===== config.mk =====
export PLATFORM = sky130hd
export DESIGN_NAME = spi_mstr_fd_flat
export DESIGN_NICKNAME = d
export VERILOG_FILES = /design/src/rtl/spi_pkg.sv /design/src/rtl/spi_mstr_fd_if.sv /design/src/rtl/spi_sclk_gen.sv /design/src/rtl/spi_mstr_fd.sv /design/src/flat_wrapper.sv
export SDC_FILE = /design/constraint.sdc
export NUM_CORES = 1
export LEC_CHECK = 0
export ABC_CLOCK_PERIOD_IN_PS = 3900
export BUFFER_PORTS_ARGS = -buffer_cell sky130_fd_sc_hd__buf_2
export CORE_UTILIZATION = 60
export DETAILED_ROUTE_END_ITERATION = 16
export PLACE_DENSITY = 0.88
export SLEW_MARGIN = 40
export SYNTH_ARGS = -nofsm -noshare
export SYNTH_HDL_FRONTEND = slang
export SYNTH_SLANG_ARGS = --single-unit

===== constraint.sdc =====
create_clock -name clk -period 3.9 [get_ports clk]
set_input_delay 0.39 -clock clk [delete_from_list [all_inputs] [get_ports clk]]
set_output_delay 0.39 -clock clk [all_outputs]
set_load 0.03 [all_outputs]

===== src/rtl/spi_pkg.sv =====
`default_nettype none
// ============================================================================
// Module      : spi_pkg
// Description : Shared types and helpers for the full-duplex SPI master.
// Revision    : 1.0 - initial release
// ============================================================================
package spi_pkg;

    typedef enum logic [1:0] {
        IDLE  = 2'd0,
        SETUP = 2'd1,
        XFER  = 2'd2,
        HOLD  = 2'd3
    } spi_state_t;

    // Edge counter must reach 2*data_w, the count after the last trailing edge
    function automatic int edge_cnt_w(input int data_w);
        return $clog2(2 * data_w + 1);
    endfunction

endpackage
`default_nettype wire


===== src/rtl/spi_mstr_fd_if.sv =====
`default_nettype none
// ============================================================================
// Module      : spi_mstr_fd_if
// Description : Host handshake and SPI pin bundle for spi_mstr_fd.
// Revision    : 1.0 - initial release
// ============================================================================
interface spi_mstr_fd_if #(
    parameter int DATA_W = 16
);
    logic              wrt;
    logic [DATA_W-1:0] wdata;
    logic              MISO;
    logic              SS_n;
    logic              SCLK;
    logic              MOSI;
    logic              busy;
    logic              done;
    logic [DATA_W-1:0] rdata;

    modport master (
        input  wrt, wdata, MISO,
        output SS_n, SCLK, MOSI, busy, done, rdata
    );

    modport slave (
        output wrt, wdata, MISO,
        input  SS_n, SCLK, MOSI, busy, done, rdata
    );
endinterface
`default_nettype wire


===== src/rtl/spi_sclk_gen.sv =====
`default_nettype none
// ============================================================================
// Module      : spi_sclk_gen
// Description : Half-period divider, registered SCLK and edge strobes.
// Revision    : 1.0 - initial release
// ============================================================================
module spi_sclk_gen #(
    parameter int DIV_LOG2 = 5,
    parameter bit CPOL     = 1'b0
) (
    input  wire logic clk,
    input  wire logic rst_n,
    input  wire logic i_run,
    input  wire logic i_toggle_en,
    output logic      o_sclk,
    output logic      o_half_tick,
    output logic      o_lead_edge,
    output logic      o_trail_edge
);

    localparam int c_div_w = DIV_LOG2 - 1;

    logic [c_div_w-1:0] r_div_cnt;
    logic               r_sclk;
    logic               w_tick;
    logic               w_toggle;

    // Counter wraps naturally at H, so all-ones marks the last cycle of a half-period
    assign w_tick   = i_run && (r_div_cnt == '1);
    assign w_toggle = w_tick && i_toggle_en;

    always_ff @(posedge clk or negedge rst_n) begin
        if (!rst_n) begin
            r_div_cnt <= '0;
            r_sclk    <= CPOL;
        end else if (!i_run) begin
            r_div_cnt <= '0;
            r_sclk    <= CPOL;
        end else begin
            r_div_cnt <= r_div_cnt + 1'b1;
            if (w_toggle) begin
                r_sclk <= ~r_sclk;
            end
        end
    end

    assign o_sclk       = r_sclk;
    assign o_half_tick  = w_tick;
    assign o_lead_edge  = w_toggle && (r_sclk == CPOL);
    assign o_trail_edge = w_toggle && (r_sclk != CPOL);

endmodule
`default_nettype wire


===== src/rtl/spi_mstr_fd.sv =====
`default_nettype none
// ============================================================================
// Module      : spi_mstr_fd
// Description : Parametrised full-duplex SPI master, one word per frame.
// Revision    : 1.0 - initial release
// ============================================================================
module spi_mstr_fd
    import spi_pkg::*;
#(
    parameter int DATA_W   = 16,
    parameter int DIV_LOG2 = 5,
    parameter bit CPOL     = 1'b0,
    parameter bit CPHA     = 1'b0
) (
    input  wire logic     clk,
    input  wire logic     rst_n,
    spi_mstr_fd_if.master bus
);

    localparam int                  c_ecnt_w    = edge_cnt_w(DATA_W);
    localparam logic [c_ecnt_w-1:0] c_last_edge = c_ecnt_w'(2 * DATA_W - 1);

    spi_state_t          r_state;
    spi_state_t          w_state_nxt;
    logic [DATA_W-1:0]   r_tx_sh;
    logic [DATA_W-1:0]   r_rx_sh;
    logic [DATA_W-1:0]   r_rdata;
    logic [c_ecnt_w-1:0] r_edge_cnt;
    logic                r_ss_n;
    logic                r_busy;
    logic                r_done;
    logic                w_start;
    logic                w_finish;
    logic                w_tick;
    logic                w_lead;
    logic                w_trail;
    logic                w_sclk;
    logic                w_shift_tx;
    logic                w_sample_rx;

    spi_sclk_gen #(
        .DIV_LOG2 (DIV_LOG2),
        .CPOL     (CPOL)
    ) u_sclk_gen (
        .clk          (clk),
        .rst_n        (rst_n),
        .i_run        (r_state != IDLE),
        .i_toggle_en  (r_state == XFER),
        .o_sclk       (w_sclk),
        .o_half_tick  (w_tick),
        .o_lead_edge  (w_lead),
        .o_trail_edge (w_trail)
    );

    always_ff @(posedge clk or negedge rst_n) begin
        if (!rst_n) begin
            r_state <= IDLE;
        end else begin
            r_state <= w_state_nxt;
        end
    end

    always_comb begin
        w_state_nxt = r_state;
        w_start     = 1'b0;
        w_finish    = 1'b0;
        case (r_state)
            IDLE: begin
                if (bus.wrt) begin
                    w_state_nxt = SETUP;
                    w_start     = 1'b1;
                end
            end
            SETUP: begin
                if (w_tick) begin
                    w_state_nxt = XFER;
                end
            end
            XFER: begin
                if (w_tick && (r_edge_cnt == c_last_edge)) begin
                    w_state_nxt = HOLD;
                end
            end
            HOLD: begin
                if (w_tick) begin
                    w_state_nxt = IDLE;
                    w_finish    = 1'b1;
                end
            end
            default: w_state_nxt = IDLE;
        endcase
    end

    // CPHA=1 presents the MSB at SS_n fall, so the first leading edge must not shift
    generate
        if (CPHA == 1'b0) begin : g_cpha0
            assign w_sample_rx = w_lead;
            assign w_shift_tx  = w_trail;
        end else begin : g_cpha1
            assign w_sample_rx = w_trail;
            assign w_shift_tx  = w_lead && (r_edge_cnt != '0);
        end
    endgenerate

    always_ff @(posedge clk or negedge rst_n) begin
        if (!rst_n) begin
            r_tx_sh    <= '0;
            r_rx_sh    <= '0;
            r_rdata    <= '0;
            r_edge_cnt <= '0;
            r_ss_n     <= 1'b1;
            r_busy     <= 1'b0;
            r_done     <= 1'b0;
        end else begin
            r_done <= w_finish;
            if (w_start) begin
                r_tx_sh    <= bus.wdata;
                r_rx_sh    <= '0;
                r_edge_cnt <= '0;
                r_ss_n     <= 1'b0;
                r_busy     <= 1'b1;
            end else begin
                if (w_shift_tx) begin
                    r_tx_sh <= {r_tx_sh[DATA_W-2:0], 1'b0};
                end
                if (w_sample_rx) begin
                    r_rx_sh <= {r_rx_sh[DATA_W-2:0], bus.MISO};
                end
                if (w_lead || w_trail) begin
                    r_edge_cnt <= r_edge_cnt + 1'b1;
                end
                if (w_finish) begin
                    r_ss_n  <= 1'b1;
                    r_busy  <= 1'b0;
                    r_rdata <= r_rx_sh;
                end
            end
        end
    end

    assign bus.SS_n  = r_ss_n;
    assign bus.SCLK  = w_sclk;
    assign bus.MOSI  = !r_ss_n && r_tx_sh[DATA_W-1];
    assign bus.busy  = r_busy;
    assign bus.done  = r_done;
    assign bus.rdata = r_rdata;

endmodule
`default_nettype wire

===== src/flat_wrapper.sv =====
// flat-port wrapper written by rule: the top's interface ports become plain ports
module spi_mstr_fd_flat import spi_pkg::*;
#(
    parameter int DATA_W   = 16,
    parameter int DIV_LOG2 = 5,
    parameter bit CPOL     = 1'b0,
    parameter bit CPHA     = 1'b0
)
  (clk, rst_n, bus_wrt, bus_wdata, bus_MISO, bus_SS_n, bus_SCLK, bus_MOSI, bus_busy, bus_done, bus_rdata);
  spi_mstr_fd_if #(.DATA_W(DATA_W)) bus_i ();
  input  wire logic clk;
  input  wire logic rst_n;
  input wire logic [$bits(bus_i.wrt)-1:0] bus_wrt;
  input wire logic [$bits(bus_i.wdata)-1:0] bus_wdata;
  input wire logic [$bits(bus_i.MISO)-1:0] bus_MISO;
  output wire logic [$bits(bus_i.SS_n)-1:0] bus_SS_n;
  output wire logic [$bits(bus_i.SCLK)-1:0] bus_SCLK;
  output wire logic [$bits(bus_i.MOSI)-1:0] bus_MOSI;
  output wire logic [$bits(bus_i.busy)-1:0] bus_busy;
  output wire logic [$bits(bus_i.done)-1:0] bus_done;
  output wire logic [$bits(bus_i.rdata)-1:0] bus_rdata;
  assign bus_i.wrt = bus_wrt;
  assign bus_i.wdata = bus_wdata;
  assign bus_i.MISO = bus_MISO;
  assign bus_SS_n = bus_i.SS_n;
  assign bus_SCLK = bus_i.SCLK;
  assign bus_MOSI = bus_i.MOSI;
  assign bus_busy = bus_i.busy;
  assign bus_done = bus_i.done;
  assign bus_rdata = bus_i.rdata;
  spi_mstr_fd #(.DATA_W(DATA_W), .DIV_LOG2(DIV_LOG2), .CPOL(CPOL), .CPHA(CPHA)) u_core (.clk(clk), .rst_n(rst_n), .bus(bus_i));
endmodule

* Yosys cells after proc, flatten, opt, wreduce, memory -nomap -nowiden
Index checks and enable logic that the tools add are counted.
** Cells by class
- Add/subtract/negate cells :: 2
- Multipliers :: 0
- Div/mod/pow operators :: 0
- $lt $le $gt $ge :: 0
- Equal/unequal tests :: 10
- Shift-type cells :: 0
- Muxes and demuxes :: 22
- Bitwise logic cells :: 2
- Reduce and logical (&&, ||, !) cells :: 16
** Operators with widths (number)
- two-way mux 16 bit :: 4
- two-way mux 6 bit :: 2
- two-way mux 1 bit :: 10
- nonzero test 2 bit :: 5
- two-way mux 2 bit :: 4
- one-hot mux 2 bit (4 select lines) :: 1
- adder 6 x 1 -> 6 bit (second input constant) :: 1
- equality test 6 x 5 -> 1 bit (second input constant) :: 1
- logical AND 1 bit :: 6
- != test 2 bit (second input constant) :: 3
- adder 4 x 1 -> 4 bit (second input constant) :: 1
- equality test 2 bit (second input constant) :: 2
- equality test 4 bit (second input constant) :: 1
- two-way mux 4 bit :: 1
- != test 2 x 1 -> 1 bit (second input constant) :: 2
- AND reduction 4 bit :: 1
- equality test 2 x 1 -> 1 bit (second input constant) :: 1
- logical NOT 2 bit :: 1
- NOT 1 bit :: 2
- AND reduction 2 bit :: 1
- logical NOT 1 bit :: 1
- logical OR 1 bit :: 1
** Storage, ports and cells
- Register bits :: 64
- Bits in latches :: 0
- RAM bits :: 0
- ROM bits :: 0
- Bits of input ports :: 20
- Output and inout port bits :: 21
- Logic and storage cells :: 62
- Memories :: 0

* Longest topological paths before layout
Gate-level depths: netlist of run 1.
- Depth after elaboration :: 7
- Gate-level depth with buffers :: 9
- Mapped depth without buffers :: 6

* By module
A second synthesis of run 1 with hierarchy kept.
** Second synthesis, totals
- Cell total of the unflattened synthesis :: 229
- Area, all modules :: 2770.2 µm²
** By module, submodules not included
- spi_mstr_fd :: times used 1, cells each 208, area an instance 2534.9 µm², seq. area each 1477.7 µm²
- spi_sclk_gen :: times used 1, cells each 21, area an instance 235.2 µm², seq. area each 125.1 µm²

* Least setup slack after synthesis of run 1
Ideal clock, no wire load.
- Kind :: register to register
- Start :: register u_core.r_state[0]
- End :: register u_core.r_rdata[10], in the netlist u_core.bus.rdata[10]
- Setup time :: 0.125 ns
- Data arrival time :: 1.771 ns
- Data required time :: 3.775 ns
- Setup slack :: 2.004 ns
- Cell stages (with the launch flop) :: 9
- Buffers on the path :: 3
- Period minus slack after synthesis :: 1.896 ns
- Path through :: dfrtp_1 -> inv_1 -> ha_1 -> buf_6 -> and4b_1 -> buf_4 -> nand2_4 -> buf_2 -> mux2_2
** Between the ends
- Word-level cells in the longest chain between the ends :: 5
- Elaborated cells on any way between the ends :: 9
- Those cells by class :: eq/ne: 1; mux: 3; bitwise: 1; reduce/logical: 4
** RTL lines
- start: declaration :: line spi_mstr_fd.sv:23 : spi_state_t r_state;
- start signal: assignment :: line spi_mstr_fd.sv:59 : r_state <= w_state_nxt;
- nonzero test 2 bit :: line spi_mstr_fd.sv:47 : .i_run (r_state != IDLE),
- logical AND 1 bit :: line spi_sclk_gen.sv:29 : assign w_tick = i_run && (r_div_cnt == '1);
- two-way mux 1 bit :: line spi_mstr_fd.sv:85 : if (w_tick) begin
- two-way mux 1 bit :: line spi_mstr_fd.sv:67 : case (r_state)
- AND reduction 2 bit (no line) (*)
- end signal: assignment :: line spi_mstr_fd.sv:135 : r_rdata <= r_rx_sh;
- end: declaration :: line spi_mstr_fd.sv:27 : logic [DATA_W-1:0] r_rdata;
Mark *: on every way between the ends. The rest lies on a longest branch, timed or not.
A chain may end at the register's enable or synchronous reset.

* Worst setup path after layout of run 1
- Start :: register u_core.r_state[0]
- End :: register u_core.r_rx_sh[12]
** Between the ends
- Word-level cells in the longest chain between the ends :: 5
- Elaborated cells on any way between the ends :: 9
- Those cells by class :: eq/ne: 1; mux: 2; reduce/logical: 6
** RTL lines
- nonzero test 2 bit :: line spi_mstr_fd.sv:47
- logical AND 1 bit :: line spi_sclk_gen.sv:29
- logical AND 1 bit :: line spi_sclk_gen.sv:30 : assign w_toggle = w_tick && i_toggle_en;
- logical AND 1 bit :: line spi_sclk_gen.sv:49 : assign o_lead_edge = w_toggle && (r_sclk == CPOL);
- nonzero test 2 bit (no line)
- end signal: assignment :: line spi_mstr_fd.sv:127 : r_rx_sh <= {r_rx_sh[DATA_W-2:0], bus.MISO};
- end: declaration :: line spi_mstr_fd.sv:26 : logic [DATA_W-1:0] r_rx_sh;
Several ways; a longest one is shown, not always the timed one.

==> summary.md, run 1 <==
| Metric | Value |
|---|---|
| Status | finished clean |
| CTS Buffer Depth | 2 |
| Die Ht | ~70 microns |
| Fmax | 435.2 MHz |
| Most common cell after layout, fill and taps aside | dfrtp_1 |
| Final Wtd Congestion | around 0.75 |
| Global-route wire length before repair | just over 8 mm |
| Dpl cell area | 0.002977 sq mm |
| Slowest cell delay on critical path | 0.62 ns |
| Pleak | roughly 1.6 nW |
| Clock sinks | 64 |
| Mapped Area | 0.002764 sq mm |
| Die width | about 70 microns |
| Cells on worst reg2reg path | 5 |
| Antenna cells | 0 |
| H-tree depth | 3 |
| Routed Antenna Nets | 0 |
| Tmin final | around 2.3 ns |
| Setup crit start kind | flip-flop |
| Via-to-Cell Ratio | about 5.5 |
| Final Hold Fails | 0 |
| Clock latency on the worst-skew pair | 0.34 ns |
| WL/cell | around 14 microns |
| WP data arrival | ~2.5 ns |
| Tcrit/Tclk final | about three fifths |
| Row cnt | 24 |
| Syn Area/Cell | 11.06 sq um |
| Clock transition at the registers of the reported paths | roughly 0.07 ns |
| Syn. warnings | 0 |
| RR Startpoint | u_core.r_state[0] |
| Post-DP HPWL | ~3.2 mm |
| Final clock skew | between 0.008 and 0.009 ns |
| Total congestion overflow | 0 |
| Min-Delay Path Class | in -> async |
| Critical R2R Capture | u_core.r_rx_sh[12] |
| Number of max-cap violations | 0 |
| Most frequent cells in the layout | dfrtp_1 (63), nand2_1 (55), buf_2 (40) |
| Peak supply drop | 0.4038 mV |
| Hold buffer count at CTS | 0 |
| Tot Pwr | 1.888 mW |
| Sequential share of the synthesized area | between 50% and 60% |
| Final slew viol count | 0 |
| Initial antenna violation count | 0 |
| CTS Buf Count | 9 |
| CTS tree | built |
| Nets | between 300 and 400 |
| Power per cell area | roughly 590 mW/mm^2 |
| Io pins | 41 |
| GR Util All Layers | 21.69% |
| Worst slew pin tran | ~0.66 ns |
| Critical Path RT | between 4 and 5 ns |
| Vias in the first global route | ~1800 |
| Syn Nets | between 200 and 300 |
| Clock Root Buffer | clkbuf_8 |
| Worst hold margin | between 0.07 and 0.08 ns |
| DR pass1 iterations | 4 |
| PostCTS Resize Cnt | 0 |
| RSZ-0062 raised after global routing | no |
| Die footprint | 0.004882 sq mm |
| Final worst setup slack | between 1.5 and 2 ns |
| R2r setup slk | roughly 1.6 ns |
| Synthesized instance count | 250 |
| Crit Path Max Fanout | 31 |
| Final Instance Area | approximately 0.0032 sq mm |
| DRT Wirelength | between 4 and 5 mm |
| Fraction of layout cells with a size suffix above 1 | between 20% and 30% |
| Via Count | 1901 |
| Slowest CP cell | and4b_1 |
| Core area | 0.004384 sq mm |
| Cell Chain, Critical Path | inv_1 > ha_1 > and4b_1 > and3b_2 > o21ai_0 |
| Library cells used by synthesis | 33 |
| CP Class | reg -> reg |
| Setup_tns | 0 ns |
| Largest net degree at the start of global routing | 35 |
| Postcts setup bufs | 0 |
| Number of remaining DRC errors | 0 |
| Layout Area Growth over Synthesis | 15.75% |
| Final setup viols | 0 |
| First DRT Iteration DRCs | 110 |
| # port buffers | 40 |
| Slew HR | a little under three fifths |
| Worst slack at placement | 1.308 ns |
| Starting Density | ~63% |
| Setup crit end kind | flip-flop |
| Seq cells post-synth | 64 |
-- Yosys cell counts --
cell type	instances	area, sq um
dfrtp_1	63	1577
nand2_1	55	206.5
o21ai_0	33	165.2
mux2_2	15	168.9
mux2i_1	15	150.1
nor2_1	11	41.29
buf_2	8	40.04
ha_1	7	87.58
xor2_1	5	43.79
nand3_1	4	20.02
a21oi_1	3	15.01
inv_1	3	11.26
nor2b_1	3	18.77
and3_1	2	12.51
clkbuf_1	2	7.510
clkbuf_2	2	10.01
mux2_1	2	22.52
nor4_1	2	12.51
a22o_1	1	8.760
a31oi_1	1	6.260
and2_1	1	6.260
and3b_1	1	8.760
and4b_1	1	10.01
buf_4	1	7.510
buf_6	1	11.26
dfstp_2	1	26.28
nand2_4	1	11.26
nand3_4	1	17.52
nand3b_1	1	7.510
nor4bb_1	1	10.01
o22ai_1	1	6.260
or4_1	1	7.510
xnor2_1	1	8.760
-- layout make-up --
cell class	instances	area (sq um)
Sequential cell	64	1603
Fill cell	315	1185
Multi-Input combinational cell	169	1091
Timing Repair Buffer	41	207.7
Clock buffer	11	141.4
Clock inverter	5	80.08
Tap cell	52	65.06
Inverter	3	11.26
-- where the power goes --
group	switching [mW]	total, mW	leakage [nW]	internal [mW]
clock network	0.256	0.632	0.106	0.376
logic	0.251	0.420	0.636	0.169
registers	0.0659	0.837	0.862	0.771
-- how the worst max path moves through the flow --
stage	start	end	slack [ns]
floorplan	u_core.r_state[0]	u_core.bus.rdata[10]	2.00
detailed placement	u_core.r_state[0]	u_core.r_rx_sh[12]	1.31
finish	u_core.r_state[0]	u_core.r_rx_sh[12]	1.60
CTS	u_core.r_state[0]	u_core.r_rx_sh[12]	1.31
global route	u_core.r_state[1]	u_core.r_rx_sh[7]	1.39
global placement	u_core.r_state[0]	u_core.r_tx_sh[15]	1.19
-- kinds of logic (layout without fill, tap and decap cells) --
| logic type | count (synthesis) | in the layout | share of synthesized area (%) |
|---|---|---|---|
| AOI/OAI and AO/OA | 39 | 39 | 7.289 |
| adders and majority gates | 7 | 7 | 3.169 |
| muxes | 32 | 32 | 12.36 |
| buffers and inverters | 17 | 60 | 3.169 |
| DFF | 64 | 64 | 57.99 |
| and+or+nand+nor | 85 | 85 | 14.12 |
| xor gates and xnor gates | 6 | 6 | 1.901 |
-- routing by layer --
metal  global-route usage [%]  up-vias  wire [microns]
met2                    36.22       42            2405
met4                    10.00        0              72
li1                         -      918               -
met3                    7.215        8             207
met5                        0        -               0
met1                    25.32      933            2127
-- flip-flops by register name, indices dropped and copies added, names as in the netlist --
| name | cells |
|---|---|
| u_core.r_edge_cnt | 6 |
| u_core.bus.rdata | 16 |
| u_core.u_sclk_gen.o_sclk | 1 |
| u_core.r_state | 2 |
| u_core.r_tx_sh | 16 |
| u_core.r_rx_sh | 16 |
| u_core.bus.SS_n | 1 |
| u_core.u_sclk_gen.r_div_cnt | 4 |
| u_core.bus.busy | 1 |
| u_core.bus.done | 1 |
-- worst max-delay path: cells and delay by family (launching register included) --
family                     cells  cell delay (ns)
AOI/OAI and AO/OA              1             0.19
adders and majority gates      1             0.30
buffers and inverters          1             0.10
DFF                            1             0.38
and+or+nand+nor                2             1.19
-- stage by stage --
| step | std cells | utilization [%] |
|---|---|---|
| finish | 345 | 72.97 |
| detailed placement | 329 | 67.89 |
| CTS | 345 | 72.95 |
| global route | 345 | 72.97 |
| floorplan | 250 | - |
| global placement | 329 | 67.67 |
Power figures use the tool's default switching activity.
==> inputs of run 2 (changes only) <==
--- a/config.mk
+++ b/config.mk
@@ -5,11 +5,12 @@
 export SDC_FILE = /design/constraint.sdc
 export NUM_CORES = 1
 export LEC_CHECK = 0
-export ABC_CLOCK_PERIOD_IN_PS = 3900
+export ABC_AREA = 1
+export ABC_CLOCK_PERIOD_IN_PS = 2140
 export BUFFER_PORTS_ARGS = -buffer_cell sky130_fd_sc_hd__buf_2
-export CORE_UTILIZATION = 60
+export CORE_UTILIZATION = 57
 export DETAILED_ROUTE_END_ITERATION = 16
-export PLACE_DENSITY = 0.88
+export PLACE_DENSITY = 0.84
 export SLEW_MARGIN = 40
 export SYNTH_ARGS = -nofsm -noshare
 export SYNTH_HDL_FRONTEND = slang
==> constraint.sdc (replaced) <==
create_clock -name clk -period 2.14 [get_ports clk]
set_input_delay 0.214 -clock clk [delete_from_list [all_inputs] [get_ports clk]]
set_output_delay 0.214 -clock clk [all_outputs]
set_load 0.03 [all_outputs]
==> run 2 against run 1 <==
  * Synthesized area grew 6.4%
  * Non-clock buffer count grew 5
  * Sequential share of layout area shrank 2.5 points
  * Die area grew 12%
  * Hold slack is essentially flat
  * Combinational power grew 130%
  * Register-to-register slack lost 1.2 ns
  * Clock power grew 46%
  * First-iteration DRC count grew 100%
  * Critical path type unchanged
  * Largest cell class unchanged
  * Highest routed layer unchanged
==> summary.md, run 2 <==
| Metric | Value |
|---|---|
| Postcts setup bufs | 0 (unchanged) |
| Clock transition at the registers of the reported paths | 0.07 ns (about the same) |
| Nets | 432 (+37%) |
| Synth top area share | 53.62% (-3.4 points) |
| Tcrit/Tclk final | 82.76% (+24 points) |
| Util after Layout | 69.39% (-3.6 points) |
| Via-to-Cell Ratio | 5.019 (-8.9%) |
| Setup crit start kind | flip-flop |
| Slowest CP cell | dfrtp_1 |
| Clock Root Buffer | clkbuf_8 |
| RR Startpoint | u_core.r_state[0] |
| Most common cell after layout, fill and taps aside | nand2_1 |
| Die footprint | 0.005449 sq mm (+12%) |
| Total congestion overflow | 0 (unchanged) |
| Clock sinks | 64 (unchanged) |
| H-tree depth | 3 (unchanged) |
| DR pass1 iterations | 4 (unchanged) |
| Crit Path Max Fanout | 16 (-48%) |
| Area leader, netlist | dfrtp_1 |
| Die width | 73.82 microns (+5.7%) |
| Slew HR | 71.22% (+16 points) |
| Core area | 0.004848 sq mm (+11%) |
| Status | finished clean |
| Syn Area/Cell | 8.145 sq um (-26%) |
| Hold buffer count at CTS | 1 (+1) |
| Library cells used by synthesis | 24 (-27%) |
| Initial antenna violation count | 0 (unchanged) |
| Final clock skew | 0.005986 ns (-0.002351 ns) |
| Tot Pwr | 3.421 mW (+81%) |
| Min-Delay Path Class | in -> reg |
| Largest net degree at the start of global routing | 47 (+34%) |
| GR Util All Layers | 24.05% (+2.4 points) |
| Die Ht | 73.82 microns (+5.7%) |
| Pleak | 1.962 nW (+22%) |
| Setup crit end kind | flip-flop |
| First DRT Iteration DRCs | 220 (+100%) |
| # port buffers | 40 (unchanged) |
| Mapped Area | 0.002940 sq mm (+6.4%) |
| Syn Nets | 388 (+40%) |
| Cell Chain, Critical Path | inv_1 > ha_1 > inv_2 > nand2_2 > nor2_4 > nand2_1 > inv_2 > nand2_1 > nand2_1 |
| Ys async rst share | 100.0% (unchanged) |
| Worst hold start | bus_MISO |
| Via Count | 2389 (+26%) |
| EDFF count, synth | 0 (unchanged) |
| Post-DP HPWL | 3.770 mm (+17%) |
| Final Wtd Congestion | 0.7723 (+2.9%) |
| Worst hold margin | 0.07045 ns (+0.00003460 ns) |
| CTS tree | built |
| Most frequent cells in the layout | nand2_1 (206), dfrtp_1 (63), buf_2 (40) |
| CTS Buf Count | 9 (unchanged) |
| Layout Area Growth over Synthesis | 14.43% |
| Io pins | 41 (unchanged) |
| Fmax | 564.6 MHz (+30%) |
| Leading register cell type out of synthesis | dfrtp_1 |
| Final slew viol count | 0 (unchanged) |
| Largest cells by area after synthesis | dfrtp_1 (54%), nand2_1 (26%), nand3_1 (3.9%) |
| Slowest cell delay on critical path | 0.39 ns (-0.23 ns) |
| Worst slew pin tran | 0.4317 ns (-0.2328 ns) |
| Routed Antenna Nets | 0 (unchanged) |
| Final Hold Fails | 0 (unchanged) |
| Syn. warnings | 0 (unchanged) |
| Vias in the first global route | 2314 (+25%) |
| Critical Path RT | 2.42 ns (-1.68 ns) |
| Number of remaining DRC errors | 0 (unchanged) |
| Fraction of layout cells with a size suffix above 1 | 18.34% (-7.9 points) |
| Power per cell area | 1017 mW/mm^2 (+72%) |
| WL/cell | 11.72 microns (-16%) |
| CTS Buffer Depth | 2 (unchanged) |
| WP data arrival | 2.06 ns (-0.44 ns) |
| Global-route wire length before repair | 9.798 mm (+22%) |
| CP Class | reg -> reg |
| Antenna cells | 0 (unchanged) |
| Row cnt | 25 (+4.2%) |
| Starting Density | 60.65% (-2.4 points) |
| Final setup viols | 0 (unchanged) |
| Synthesized instance count | 361 (+44%) |
| Clock latency on the worst-skew pair | 0.34 ns (about the same) |
| Tmin final | 1.771 ns (-0.5266 ns) |
| Most frequent cell after synthesis | nand2_1 |
| Peak supply drop | 0.5851 mV (+45%) |
| RSZ-0062 raised after global routing | no |
| Seq cells post-synth | 64 (unchanged) |
| Setup_tns | 0 ns (unchanged) |
| PostCTS Resize Cnt | 0 (unchanged) |
| Final worst setup slack | 0.3690 ns (-1.233 ns) |
| Number of max-cap violations | 0 (unchanged) |
| Worst Setup SP | u_core.r_state[0] |
| Cell repeated most along the worst path | nand2_1 |
| Worst slack at placement | 0.3771 ns (-0.9309 ns) |
| Sequential share of the synthesized area | 54.51% (-3.5 points) |
| DRT Wirelength | 5.578 mm (+16%) |
| Commonest cells post-synth | nand2_1 (206), dfrtp_1 (63), nand3_1 (23) |
-- run 2: through the flow --
step / cells / cell area, sq um
after detailed placement: 460 / 3182
after floorplan: 361 / 2940
final: 476 / 3364
after global placement: 460 / 3182
after CTS: 476 / 3364
after global routing: 476 / 3364
-- run 2: cells by family (layout without fill, tap and decap cells) --
group | after synthesis | after routing | share of synthesized area (%)
and+or+nand+nor | 253 | 253 | 34.94
buffers and inverters | 28 | 76 | 5.149
adders and majority gates | 7 | 7 | 2.979
xor gates and xnor gates | 4 | 4 | 1.191
AOI/OAI and AO/OA | 5 | 5 | 1.234
DFF | 64 | 64 | 54.51
-- run 2: path summary, 6_finish.rpt --
check / to / depth (start not counted) / slack, ns
max: u_core.bus.rdata[8] / 9 / 0.37
min: u_core.r_rx_sh[0] / 3 / 0.07
max reg2reg: u_core.bus.rdata[8] / 9 / 0.37
min reg2reg: u_core.u_sclk_gen.r_div_cnt[0] / 1 / 0.47
max in group asynchronous: u_core.bus.SS_n / 3 / 1.17
min in group asynchronous: u_core.bus.rdata[4] / 2 / 0.34
-- run 2: layout make-up --
type	instances	area (sq um)
Timing Repair Buffer	46	260.3
Inverter	15	58.81
Sequential cell	64	1603
Clock buffer	12	155.1
Tap cell	67	83.83
Clock inverter	3	17.52
Multi-Input combinational cell	269	1186
Fill cell	376	1484
-- run 2: power breakdown --
| group | internal, mW | switching (mW) | total, mW |
|---|---|---|---|
| Sequential | 1.41 | 0.131 | 1.54 |
| Combinational | 0.352 | 0.603 | 0.954 |
| Clock | 0.473 | 0.452 | 0.925 |
| Total | 2.24 | 1.19 | 3.42 |
-- run 2: critical path: cells and delay by family, from the launching register on --
family,cells,cell delay (ns)
simple gates,5,0.57
buf+inv,3,0.48
flops,1,0.39
fa+ha+maj,1,0.28
-- run 2: per-layer routing --
| layer | global-route usage [%] | wire length [microns] |
|---|---|---|
| met1 | 29.15 | 2535 |
| met3 | 4.664 | 188 |
| met2 | 39.96 | 2714 |
| met4 | 13.89 | 140 |
| met5 | 0 | 0 |
==> inputs of run 3 (changes only) <==
--- a/config.mk
+++ b/config.mk
@@ -6,11 +6,11 @@
 export NUM_CORES = 1
 export LEC_CHECK = 0
 export ABC_AREA = 1
-export ABC_CLOCK_PERIOD_IN_PS = 2140
+export ABC_CLOCK_PERIOD_IN_PS = 1500
 export BUFFER_PORTS_ARGS = -buffer_cell sky130_fd_sc_hd__buf_2
-export CORE_UTILIZATION = 57
+export CORE_UTILIZATION = 51
 export DETAILED_ROUTE_END_ITERATION = 16
-export PLACE_DENSITY = 0.84
+export PLACE_DENSITY = 0.8
 export SLEW_MARGIN = 40
 export SYNTH_ARGS = -nofsm -noshare
 export SYNTH_HDL_FRONTEND = slang
==> constraint.sdc (replaced) <==
create_clock -name clk -period 1.5 [get_ports clk]
set_input_delay 0.15 -clock clk [delete_from_list [all_inputs] [get_ports clk]]
set_output_delay 0.15 -clock clk [all_outputs]
set_load 0.03 [all_outputs]
==> run 3 against run 2 <==
  * The flow now finishes with violations (setup timing)
  * Design area rose by 13%
  * Via count rose by 5.5%
  * Hold slack got worse by 0.069 ns
  * Clock skew rose by 0.00077 ns
  * Critical endpoint is now u_core.bus.rdata[13]
  * Largest power group unchanged
==> summary.md, run 3 (synthesis gave the netlist of run 2 again) <==
| Metric | Value |
|---|---|
| Post-DP HPWL | 4.143 mm (+9.9%) |
| Critical R2R Capture | u_core.bus.rdata[13] |
| Core area | 0.005540 sq mm (+14%) |
| Clk pwr share | 26.6% (-0.5 points) |
| Combinational share of power | 33.9% (+6.0 points) |
| Tmin final | 1.524 ns (-0.2472 ns) |
| Clock sinks | 64 (unchanged) |
| Worst hold margin | 0.001691 ns (-0.06876 ns) |
| Cells after DPL | 478 (+3.9%) |
| Die Ht | 77.93 microns (+5.6%) |
| CTS tree | built |
| Crit Path Max Fanout | 6 (-10) |
| Via-to-Cell Ratio | 4.972 (-0.93%) |
| Io pins | 41 (unchanged) |
| Vias in the first global route | 2322 (+0.35%) |
| Antenna cells | 0 (unchanged) |
| Sequential power share | 39.6% (-5.4 points) |
| Die footprint | 0.006073 sq mm (+11%) |
| Nets | 457 (+5.8%) |
| Cells on worst reg2reg path | 10 (+1) |
| Finished Layout Cells | 507 (+6.5%) |
| Number of remaining DRC errors | 0 (unchanged) |
| Final worst setup slack | -0.02384 ns (-0.3928 ns) |
| H-tree depth | 3 (unchanged) |
| Setup crit end kind | flip-flop |
| Starting Density | 53.07% (-7.6 points) |
| Via Count | 2521 (+5.5%) |
| Number of max-cap violations | 0 (unchanged) |
| Pleak | 2.151 nW (+9.6%) |
| Final Hold Fails | 0 (unchanged) |
| CTS Buf Count | 9 (unchanged) |
| Worst slew pin tran | 0.3816 ns (-0.05009 ns) |
| Failing checks | setup timing |
| First DRT Iteration DRCs | 134 (-39%) |
| RSZ-0062 raised after global routing | yes |
| CTS Buffer Depth | 2 (unchanged) |
| Tot Pwr | 5.564 mW (+63%) |
| Final clock skew | 0.006757 ns (+0.0007712 ns) |
| Switching Share | 35.03% (+0.37 points) |
| Hold path depth | 3 (unchanged) |
| Final slew viol count | 0 (unchanged) |
| Tcrit/Tclk final | 101.6% (+19 points) |
| Worst hold start | bus_MISO |
| R2r setup slk | -0.02 ns (-0.39 ns) |
| Min-Delay Path Class | in -> reg |
| Fmax | 656.2 MHz (+16%) |
| Clock latency on the worst-skew pair | 0.35 ns (about the same) |
| Die width | 77.93 microns (+5.6%) |
| Peak supply drop | 0.9993 mV (+71%) |
| Slowest CP cell | dfrtp_1 |
| RR Startpoint | u_core.r_state[0] |
| Hold path endpoint | u_core.r_rx_sh[0] |
| DRT Wirelength | 6.634 mm (+19%) |
| Largest net degree at the start of global routing | 31 (-34%) |
| Final Instance Area | 0.003811 sq mm (+13%) |
| Setup crit start kind | flip-flop |
| CP Class | reg -> reg |
| Final setup viols | 9 (+9) |
| Setup_tns | -0.06523 ns (-0.06523 ns) |
| Row cnt | 27 (+8.0%) |
| Fraction of layout cells with a size suffix above 1 | 32.64% (+14 points) |
| Global-route wire length before repair | 10.02 mm (+2.2%) |
| Dpl cell area | 0.003298 sq mm (+3.7%) |
| # port buffers | 40 (unchanged) |
| Most frequent cells in the layout | nand2_1 (179), dfrtp_1 (63), buf_2 (40) |
| Final Wtd Congestion | 0.7659 (-0.83%) |
| DR pass1 iterations | 4 (unchanged) |
| Pint | 3.615 mW (+62%) |
| Initial antenna violation count | 0 (unchanged) |
| GR Util All Layers | 21.68% (-2.4 points) |
| WP data arrival | 1.76 ns (-0.30 ns) |
| Most common cell after layout, fill and taps aside | nand2_1 |
| Slowest cell delay on critical path | 0.39 ns (about the same) |
| Cell Chain, Critical Path | inv_2 > ha_4 > inv_2 > nand2_2 > nor2_4 > buf_4 > nand2_4 > buf_4 > nand2_1 > nand2_1 |
| Total congestion overflow | 0 (unchanged) |
| WL/cell | 13.08 microns (+12%) |
| Layout Area Growth over Synthesis | 29.62% |
| Critical Path RT | 1.74 ns (-0.68 ns) |
| Clock Root Buffer | clkbuf_8 |
| P_sw | 1.949 mW (+64%) |
| Slew HR | 74.56% (+3.3 points) |
| Clock transition at the registers of the reported paths | 0.07 ns (about the same) |
| Status | finished with violations |
| Power per cell area | 1460 mW/mm^2 (+44%) |
| Routed Antenna Nets | 0 (unchanged) |
## run 3: cell types whose count changed in the layout (fill, tap and decap cells not counted), sizes merged
| cell | delta |
|---|---|
| buf | +21 |
| inv | -1 |
| nand2 | +3 |
| clkbuf | -1 |
| clkinv | +2 |
| clkinvlp | +1 |
| bufinv | +1 |
## run 3: area by class of cell
cell class                 instances  area [sq um]
inverter                          15         80.08
clock buffer                      11         141.4
sequential                        64          1603
timing repair inverter             1         16.27
clock inverter                     5         56.30
multi-input combinational        272          1374
tap                               72         90.09
timing repair buffer              67         450.4
fill                             438          1729
## run 3: per-stage QoR
stage,worst slack (ns),utilization (%)
2_1_floorplan,0.004996,-
3_3_place_gp,-0.01449,59.53
3_5_place_dp,-0.08517,59.53
4_1_cts,-0.01053,64.59
5_1_grt,-0.1150,68.79
6_report,-0.02384,68.79
## run 3: worst max-delay path by stage
stage	to	cells after the start	start
floorplan	u_core.bus.busy	10	u_core.r_state[1]
global placement	u_core.r_rx_sh[7]	8	u_core.r_state[0]
detailed placement	u_core.r_tx_sh[3]	9	u_core.r_state[0]
CTS	u_core.r_state[0]	7	u_core.r_state[0]
global route	u_core.r_edge_cnt[5]	11	u_core.r_state[0]
finish	u_core.bus.rdata[13]	10	u_core.r_state[0]
## run 3: power by group through the flow
stage | clock network [mW] | registers (mW) | logic, mW
CTS | 1.50 | 2.19 | 1.68
global placement | 0 | 2.20 | 1.50
global route | 1.59 | 2.23 | 2.11
detailed placement | 0 | 2.22 | 1.56
floorplan | 0 | 2.18 | 1.14
finish | 1.48 | 2.20 | 1.88
## run 3: worst max-delay path, delay by kind of cell, from the launching register on
kind	cells	cell delay [ns]
simple gates	5	0.40
buf+inv	4	0.45
flops	1	0.39
fa+ha+maj	1	0.19
## run 3: repair_timing
| action | 4_1_cts | 5_1_grt |
|---|---|---|
| hold endpoints to repair | 12 | 0 |
| resized for setup | 13 | 45 |
| pin swaps | 3 | 21 |
| hold buffers | 1 | 0 |
| endpoints found under the setup margin | 56 | 56 |
| gates cloned | 0 | 4 |
| buffers inserted | 3 | 5 |
## run 3: metal layers
metal	vias up	GRT usage, %	wire length [microns]
li1	1248	-	-
met1	1167	25.82	2682
met2	90	36.11	3409
met3	16	6.235	407
met4	0	10.37	134
met5	-	0	0
